### src/rtl/huffman_pkg.sv
// -----------------------------------------------------------------------------
// huffman_pkg
// Shared types and helpers for the parametrised Huffman code builder.
//   state_e    : controller states READ / FIND / MERGE / OUT
//   weight_w() : node weight width; wide enough that merged sums never overflow
//   slice_lsb(): LSB position of symbol k (1-based) inside a flat output vector
//   cfg_legal(): NUM_SYM / CODE_W legality check, evaluated at elaboration
// -----------------------------------------------------------------------------
package huffman_pkg;

  typedef enum logic [1:0] {
    READ  = 2'd0,
    FIND  = 2'd1,
    MERGE = 2'd2,
    OUT   = 2'd3
  } state_e;

  // The sum of all NUM_SYM counters fits in CNT_W + clog2(NUM_SYM) bits.
  function automatic int weight_w(input int num_sym, input int cnt_w);
    return cnt_w + $clog2(num_sym);
  endfunction

  // Symbol k (1..NUM_SYM) occupies [(k-1)*w +: w] of every flat vector.
  function automatic int slice_lsb(input int k, input int w);
    return (k - 1) * w;
  endfunction

  // A code can be at most NUM_SYM-1 bits long, so CODE_W must cover that.
  function automatic bit cfg_legal(input int num_sym, input int code_w);
    return (num_sym >= 2) && (num_sym <= 8) && (code_w >= num_sym - 1);
  endfunction

endpackage

### src/rtl/huffman_min2_scan.sv
// -----------------------------------------------------------------------------
// huffman_min2_scan
// Sequential smallest / second-smallest tracker. One slot is presented per
// cycle in ascending index order; only strictly smaller weights displace a
// tracked entry, so ties resolve to the lower slot index.
// Ports:
//   clk, reset            clock, asynchronous active-high reset
//   scan_i                a slot is presented this cycle
//   first_i               presented slot is the first of a new scan
//   idx_i, weight_i       slot index and weight
//   active_i              slot holds a live node (inactive slots are skipped)
//   min1_idx_o/min2_idx_o index of smallest / second-smallest active slot
// -----------------------------------------------------------------------------
module huffman_min2_scan #(
  parameter int IDX_W = 3,
  parameter int WW    = 11
) (
  input  logic             clk,
  input  logic             reset,
  input  logic             scan_i,
  input  logic             first_i,
  input  logic [IDX_W-1:0] idx_i,
  input  logic [WW-1:0]    weight_i,
  input  logic             active_i,
  output logic [IDX_W-1:0] min1_idx_o,
  output logic [IDX_W-1:0] min2_idx_o
);

  logic [IDX_W-1:0] min1_idx_q, min1_idx_d, min2_idx_q, min2_idx_d;
  logic [WW-1:0]    min1_w_q, min1_w_d, min2_w_q, min2_w_d;
  logic             min1_vld_q, min1_vld_d, min2_vld_q, min2_vld_d;
  logic             v1, v2;

  // NOTE: every signal written here gets a default first, so no path leaves
  // a value unassigned and no latch is inferred.
  always_comb begin
    min1_idx_d = min1_idx_q;
    min1_w_d   = min1_w_q;
    min1_vld_d = min1_vld_q;
    min2_idx_d = min2_idx_q;
    min2_w_d   = min2_w_q;
    min2_vld_d = min2_vld_q;
    v1         = min1_vld_q & ~first_i;
    v2         = min2_vld_q & ~first_i;
    if (scan_i) begin
      min1_vld_d = v1;
      min2_vld_d = v2;
      if (active_i) begin
        if (!v1 || (weight_i < min1_w_q)) begin
          min2_idx_d = min1_idx_q;
          min2_w_d   = min1_w_q;
          min2_vld_d = v1;
          min1_idx_d = idx_i;
          min1_w_d   = weight_i;
          min1_vld_d = 1'b1;
        end else if (!v2 || (weight_i < min2_w_q)) begin
          min2_idx_d = idx_i;
          min2_w_d   = weight_i;
          min2_vld_d = 1'b1;
        end
      end
    end
  end

  // NOTE: state registers use non-blocking assignments so every flop samples
  // the pre-edge values regardless of statement order.
  always_ff @(posedge clk or posedge reset) begin
    if (reset) begin
      min1_idx_q <= '0;
      min1_w_q   <= '0;
      min1_vld_q <= 1'b0;
      min2_idx_q <= '0;
      min2_w_q   <= '0;
      min2_vld_q <= 1'b0;
    end else begin
      min1_idx_q <= min1_idx_d;
      min1_w_q   <= min1_w_d;
      min1_vld_q <= min1_vld_d;
      min2_idx_q <= min2_idx_d;
      min2_w_q   <= min2_w_d;
      min2_vld_q <= min2_vld_d;
    end
  end

  assign min1_idx_o = min1_idx_q;
  assign min2_idx_o = min2_idx_q;

endmodule

### src/rtl/huffman_enc_param.sv
// -----------------------------------------------------------------------------
// huffman_enc_param
// Counts symbols 1..NUM_SYM over a framed grey-level stream, then builds
// Huffman codes and masks by NUM_SYM-1 rounds of min-pair merging
// (FIND: one slot per cycle, MERGE: one cycle), finishing with one OUT cycle.
// Frames may follow back-to-back without reset.
// Build option: define HUFFMAN_CNT_SAT_EN to make the per-symbol counters
// saturate at 2^CNT_W-1 instead of wrapping.
// Ports:
//   clk, reset   clock, asynchronous active-high reset
//   gray_valid   input beat valid (ignored while busy)
//   gray_data    symbol value; only 1..NUM_SYM are counted
//   frame_end    closes the current frame (sampled only in READ)
//   busy         high in FIND, MERGE and OUT
//   CNT_valid    one-cycle pulse, cnt_flat updated
//   cnt_flat     symbol k count at [(k-1)*CNT_W +: CNT_W]
//   code_valid   one-cycle pulse, hc_flat / m_flat updated
//   hc_flat      symbol k code, LSB-aligned, root bit at MSB of used field
//   m_flat       symbol k mask, (1<<len)-1
// -----------------------------------------------------------------------------
module huffman_enc_param
  import huffman_pkg::*;
#(
  parameter int NUM_SYM = 6,
  parameter int DATA_W  = 8,
  parameter int CNT_W   = 8,
  parameter int CODE_W  = 8
) (
  input  logic                      clk,
  input  logic                      reset,
  input  logic                      gray_valid,
  input  logic [DATA_W-1:0]         gray_data,
  input  logic                      frame_end,
  output logic                      busy,
  output logic                      CNT_valid,
  output logic [NUM_SYM*CNT_W-1:0]  cnt_flat,
  output logic                      code_valid,
  output logic [NUM_SYM*CODE_W-1:0] hc_flat,
  output logic [NUM_SYM*CODE_W-1:0] m_flat
);

  localparam bit CFG_OK = cfg_legal(NUM_SYM, CODE_W);
  localparam int WW     = weight_w(NUM_SYM, CNT_W);
  localparam int IDX_W  = $clog2(NUM_SYM);
  localparam int LEN_W  = $clog2(CODE_W + 1);

  if (!CFG_OK) begin : g_cfg_err
    $error("huffman_enc_param: NUM_SYM must be 2..8 and CODE_W >= NUM_SYM-1");
  end

  state_e                    state_q, state_d;
  logic [IDX_W-1:0]          scan_idx_q, scan_idx_d;
  logic [IDX_W-1:0]          iter_q, iter_d;
  logic [CNT_W-1:0]          cnt_q  [NUM_SYM];
  logic [CNT_W-1:0]          cnt_d  [NUM_SYM];
  logic [WW-1:0]             w_q    [NUM_SYM];
  logic [WW-1:0]             w_d    [NUM_SYM];
  logic [NUM_SYM-1:0]        set_q  [NUM_SYM];
  logic [NUM_SYM-1:0]        set_d  [NUM_SYM];
  logic [CODE_W-1:0]         code_q [NUM_SYM];
  logic [CODE_W-1:0]         code_d [NUM_SYM];
  logic [LEN_W-1:0]          len_q  [NUM_SYM];
  logic [LEN_W-1:0]          len_d  [NUM_SYM];
  logic [NUM_SYM-1:0]        act_q, act_d;
  logic [NUM_SYM*CNT_W-1:0]  cnt_flat_q, cnt_flat_d;
  logic [NUM_SYM*CODE_W-1:0] hc_q, hc_d, m_q, m_d;
  logic                      cnt_vld_q, cnt_vld_d, code_vld_q, code_vld_d;

  logic [IDX_W-1:0]          min1_idx, min2_idx, lo_idx, hi_idx;

  huffman_min2_scan #(
    .IDX_W (IDX_W),
    .WW    (WW)
  ) u_scan (
    .clk        (clk),
    .reset      (reset),
    .scan_i     (state_q == FIND),
    .first_i    (scan_idx_q == '0),
    .idx_i      (scan_idx_q),
    .weight_i   (w_q[scan_idx_q]),
    .active_i   (act_q[scan_idx_q]),
    .min1_idx_o (min1_idx),
    .min2_idx_o (min2_idx)
  );

  // The merged node always lands in the lower of the two slots.
  assign lo_idx = (min1_idx < min2_idx) ? min1_idx : min2_idx;
  assign hi_idx = (min1_idx < min2_idx) ? min2_idx : min1_idx;

  always_comb begin
    state_d    = state_q;
    scan_idx_d = scan_idx_q;
    iter_d     = iter_q;
    cnt_d      = cnt_q;
    w_d        = w_q;
    set_d      = set_q;
    code_d     = code_q;
    len_d      = len_q;
    act_d      = act_q;
    cnt_flat_d = cnt_flat_q;
    hc_d       = hc_q;
    m_d        = m_q;
    cnt_vld_d  = 1'b0;
    code_vld_d = 1'b0;

    case (state_q)
      READ: begin
        if (gray_valid) begin
          for (int k = 0; k < NUM_SYM; k++) begin
            if (gray_data == DATA_W'(k + 1)) begin
`ifdef HUFFMAN_CNT_SAT_EN
              if (cnt_q[k] != '1) cnt_d[k] = cnt_q[k] + CNT_W'(1);
`else
              cnt_d[k] = cnt_q[k] + CNT_W'(1);
`endif
            end
          end
        end
        // A beat in the frame_end cycle is already folded into cnt_d.
        if (frame_end) begin
          for (int k = 0; k < NUM_SYM; k++) begin
            cnt_flat_d[slice_lsb(k + 1, CNT_W) +: CNT_W] = cnt_d[k];
            w_d[k]    = WW'(cnt_d[k]);
            set_d[k]  = NUM_SYM'(1) << k;
            code_d[k] = '0;
            len_d[k]  = '0;
          end
          act_d      = '1;
          cnt_vld_d  = 1'b1;
          scan_idx_d = '0;
          iter_d     = '0;
          state_d    = FIND;
        end
      end

      FIND: begin
        if (scan_idx_q == IDX_W'(NUM_SYM - 1)) begin
          scan_idx_d = '0;
          state_d    = MERGE;
        end else begin
          scan_idx_d = scan_idx_q + IDX_W'(1);
        end
      end

      MERGE: begin
        // min1 symbols take a 1 at their current length, min2 symbols a 0;
        // both groups grow by one bit toward the root.
        for (int s = 0; s < NUM_SYM; s++) begin
          if (set_q[min1_idx][s]) begin
            code_d[s] = code_q[s] | (CODE_W'(1) << len_q[s]);
            len_d[s]  = len_q[s] + LEN_W'(1);
          end
          if (set_q[min2_idx][s]) begin
            len_d[s] = len_q[s] + LEN_W'(1);
          end
        end
        w_d[lo_idx]   = w_q[min1_idx] + w_q[min2_idx];
        set_d[lo_idx] = set_q[min1_idx] | set_q[min2_idx];
        act_d[hi_idx] = 1'b0;
        iter_d        = iter_q + IDX_W'(1);
        state_d       = (iter_q == IDX_W'(NUM_SYM - 2)) ? OUT : FIND;
      end

      OUT: begin
        for (int s = 0; s < NUM_SYM; s++) begin
          hc_d[slice_lsb(s + 1, CODE_W) +: CODE_W] = code_q[s];
          m_d[slice_lsb(s + 1, CODE_W) +: CODE_W]  =
            (CODE_W'(1) << len_q[s]) - CODE_W'(1);
          cnt_d[s] = '0;
        end
        code_vld_d = 1'b1;
        state_d    = READ;
      end

      default: state_d = READ;
    endcase
  end

  // NOTE: the node table, counters and code arrays are small register files
  // that must read as zero after reset, so every entry is explicitly reset.
  always_ff @(posedge clk or posedge reset) begin
    if (reset) begin
      state_q    <= READ;
      scan_idx_q <= '0;
      iter_q     <= '0;
      for (int k = 0; k < NUM_SYM; k++) begin
        cnt_q[k]  <= '0;
        w_q[k]    <= '0;
        set_q[k]  <= '0;
        code_q[k] <= '0;
        len_q[k]  <= '0;
      end
      act_q      <= '0;
      cnt_flat_q <= '0;
      hc_q       <= '0;
      m_q        <= '0;
      cnt_vld_q  <= 1'b0;
      code_vld_q <= 1'b0;
    end else begin
      state_q    <= state_d;
      scan_idx_q <= scan_idx_d;
      iter_q     <= iter_d;
      cnt_q      <= cnt_d;
      w_q        <= w_d;
      set_q      <= set_d;
      code_q     <= code_d;
      len_q      <= len_d;
      act_q      <= act_d;
      cnt_flat_q <= cnt_flat_d;
      hc_q       <= hc_d;
      m_q        <= m_d;
      cnt_vld_q  <= cnt_vld_d;
      code_vld_q <= code_vld_d;
    end
  end

  assign busy       = (state_q != READ);
  assign CNT_valid  = cnt_vld_q;
  assign cnt_flat   = cnt_flat_q;
  assign code_valid = code_vld_q;
  assign hc_flat    = hc_q;
  assign m_flat     = m_q;

endmodule

### config.mk
export PLATFORM = sky130hd
export DESIGN_NAME = huffman_enc_param
export DESIGN_NICKNAME = d
export VERILOG_FILES = /design/src/rtl/huffman_pkg.sv /design/src/rtl/huffman_min2_scan.sv /design/src/rtl/huffman_enc_param.sv
export SDC_FILE = /design/constraint.sdc
export NUM_CORES = 1
export LEC_CHECK = 0
export ABC_CLOCK_PERIOD_IN_PS = 18400
export CAP_MARGIN = 20
export CORE_ASPECT_RATIO = 1.5
export CORE_MARGIN = 4
export CORE_UTILIZATION = 51
export DETAILED_ROUTE_END_ITERATION = 10
export PLACE_DENSITY = 0.73
export SLEW_MARGIN = 10
export SYNTH_ARGS = -nofsm -noshare
export SYNTH_HDL_FRONTEND = slang
export SYNTH_SLANG_ARGS = --single-unit
export TNS_END_PERCENT = 100
### constraint.sdc
create_clock -name clk -period 18.4 [get_ports clk]
set_input_delay 3.68 -clock clk [delete_from_list [all_inputs] [get_ports clk]]
set_output_delay 3.68 -clock clk [all_outputs]
set_load 0.02 [all_outputs]
==> results_dict.tcl <==
set metrics [dict create \
    crit_top_cell "buf_4" \
    hold_buffers 0 \
    vias 16470 \
    post-dp-hpwl_mm 38.91 \
    ys.flop_type "dfrtp_1" \
    antenna_found_initial 0 \
    setup_slack_ns 11.76 \
    cts_tree "done" \
    ant_nets 0 \
    power_density_nw_per_um2 177.0 \
    async_flop_share_pct 100.0 \
    synth-edff-count 0 \
    drc_errors 0 \
    vias_per_cell 6.004 \
    clock_tree.root_cell "clkbuf_16" \
    yosysWarnings 0 \
    critPathCaptureType "flop" \
    coreArea_sq_um 41330 \
    stdcell_area_sq_um 24810 \
    peakVddDrop_v 0.0001082 \
    syn_area_sq_um 21430 \
    worst_ep_required_time_ns 18.84 \
    place_area_sq_um 23470 \
    place_ws_ns 11.19 \
    finalSetupViolCount 0 \
    maxCapViolCount 0 \
    die_y_microns 259.1 \
    path_class "primary input to flop" \
    wl_mm 57.33 \
    syn_inst 2055 \
    status "finished clean" \
    synth.distinct_cells 73 \
    yosysSeqAreaShare_pct 48.10 \
    cts_buffer_depth 3 \
    dr.first_iter.drc_count 1339 \
    layout.nets 2258 \
    grt_overflow 0 \
    regArea_sq_um 10310 \
    syn_nets 2156 \
    cts_buffers 41 \
    die_width_microns 175.4 \
    nFillCells 3346 \
    start_util_pct 51.86 \
    diodes 0 \
    rows 91 \
    cts_max_level 2 \
    cts.clk_slew.worst_paths_ns 0.06 \
    worst_ep_arrival_time_ns 7.08 \
    grt_pass1_wl_mm 93.17 \
    grt_util_all_layers_pct 25.28 \
    finalSetupTns_ns 0 \
    cts_setup_buffers 0 \
    rsz0062_at_grt "false" \
    max_slew_margin_pct 27.91 \
    first_pass_iters 5 \
    ff2ff_path_depth 11 \
    slowest_delay_ns 0.89 \
    fmax_mhz 150.5 \
    hold_class "flop to flop" \
    synth-seq-cells 412 \
    area_growth_pct 15.77 \
    slowest_stage "a21oi_2" \
    clk_latency_ns 0.56 \
    max_slew.worst_pin.slew_ns 1.081 \
    hold_viol 0 \
    cp_max_fo 98 \
    wl_per_cell_microns 20.90 \
    cts_resized 0 \
    grt_max_degree 156 \
    finClkSkew_ns 0.02185 \
    p_leak_uw 0.01092 \
    num_io_pins 159 \
    drive_gt1_share_pct 11.72 \
    place_congestion 0.9511 \
    portBuffers 158 \
    grt_pass1_vias 16911 \
    multi_input_area_sq_um 10370 \
    synth_area_per_cell_sq_um 10.43 \
    period_share_pct 36.10 \
    start_kind "primary input" \
    hold_depth 2 \
    fin_crit_ns 6.643 \
    crit_chain "clkdlybuf4s50_1, nand2_2, buf_4, inv_1, a21oi_1, buf_4, nor2_1, a21oi_2, mux2_2" \
    maxSlewViolCount 0 \
    die_area_sq_um 45440 \
    clock_sinks 412 \
]
cell usage after synthesis, types with 7 or more instances:
master	count	area, sq um
nand3b_1	7	52.55
a31oi_1	47	294.0
o221ai_1	19	166.4
inv_1	69	259.0
ha_1	88	1101
clkbuf_1	98	367.9
mux2i_1	95	950.9
o21ai_0	182	910.9
buf_2	14	70.07
xor2_1	51	446.7
nand2_1	272	1021
dfrtp_1	412	10310
o22ai_1	19	118.9
mux4_2	45	1013
nand2b_1	13	81.33
buf_1	11	41.29
a22o_1	57	499.2
a21oi_1	90	450.4
nor2_1	164	615.6
mux2_2	89	1002
o31ai_1	10	75.07
nand4_1	19	118.9
nor3_1	16	80.08
nor2b_1	17	106.4
xnor2_1	24	210.2
nand3_1	18	90.09
cell usage in the layout (no fill, tap or decap), types with 7 or more instances in the layout:
master,instances
a31oi_1,47
nand3b_1,7
xor2_1,51
nor2b_1,17
dfrtp_1,410
mux2_2,89
nor3_1,16
a21oi_1,90
buf_4,24
o21ai_0,182
clkdlybuf4s50_1,158
o22ai_1,19
o221ai_1,19
mux4_2,45
clkbuf_16,41
clkbuf_8,10
clkbuf_1,7
inv_1,68
nand2_1,271
a22o_1,57
nor2_1,163
nand3_1,18
o31ai_1,10
xnor2_1,24
mux2i_1,95
ha_1,86
nand2b_1,13
nand4_1,19
metal layers:
| metal | track usage (%) | vias up | routed length, microns |
|---|---|---|---|
| li1 | - | 7517 | - |
| met1 | 31.24 | 8271 | 22330 |
| met2 | 44.61 | 543 | 29640 |
| met3 | 4.210 | 139 | 3151 |
| met4 | 9.391 | 0 | 2207 |
| met5 | 0 | - | 0 |
through the flow:
step	util [%]	power, uW	hold WS (ns)	cells
global placement	56.72	3478	0.4567	2670
floorplan	-	2795	0.4451	2055
finish	60.04	4392	0.4785	2743
CTS	60.02	4401	0.4832	2742
global route	60.04	4662	0.5073	2743
detailed placement	56.79	3544	0.4634	2671
worst max-delay path: cells and delay by family:
kind	cells	cell delay [ns]
compound gates	2	1.07
buf+inv	4	1.62
mux	1	0.43
simple gates	2	0.27
power breakdown:
| part | total (uW) | internal (uW) | switching [uW] |
|---|---|---|---|
| logic | 2150 | 844 | 1300 |
| clock network | 841 | 481 | 360 |
| registers | 1410 | 1180 | 225 |
flip-flops by register name, indices dropped and copies added (netlist names), 11 cells and up:
signal	cells
m_flat	48
u_scan.min2_w_q	11
code_q	48
set_q	36
u_scan.min1_w_q	11
hc_flat	48
len_q	24
cnt_flat	48
w_q	66
cnt_q	48
worst paths after layout:
| path | start | to | slack [ns] |
|---|---|---|---|
| max reg2reg | scan_idx_q[1] | u_scan.min2_w_q[0] | 13.65 |
| min in group asynchronous | reset | hc_flat[28] | 3.68 |
| min reg2reg | cnt_flat[36] | cnt_flat[36] | 0.48 |
| max in group asynchronous | reset | cnt_q[9] | 12.43 |
| max | frame_end | set_q[15] | 11.76 |
| min | cnt_flat[36] | cnt_flat[36] | 0.48 |
cell type report:
type,instances,share of cell area (%)
flip-flops and latches,412,41.56
multi-input cells,1445,41.81
inverters,72,1.119
clock buffers,58,4.795
repair buffers,185,7.311
well taps,558,2.814
clock inverters,13,0.5950
cells by family (layout without fill, tap and decap cells):
logic type      after synthesis  count (layout)  synth area share (%)
compound gates              484             484                 14.17
xor+xnor                     75              75                 3.065
fa+ha+maj                    89              89                 5.230
buf+inv                     198             328                 3.619
flops                       412             412                 48.10
mux                         229             229                 13.84
simple gates                568             568                 11.98
No activity file was read; power rests on OpenSTA's default activity.
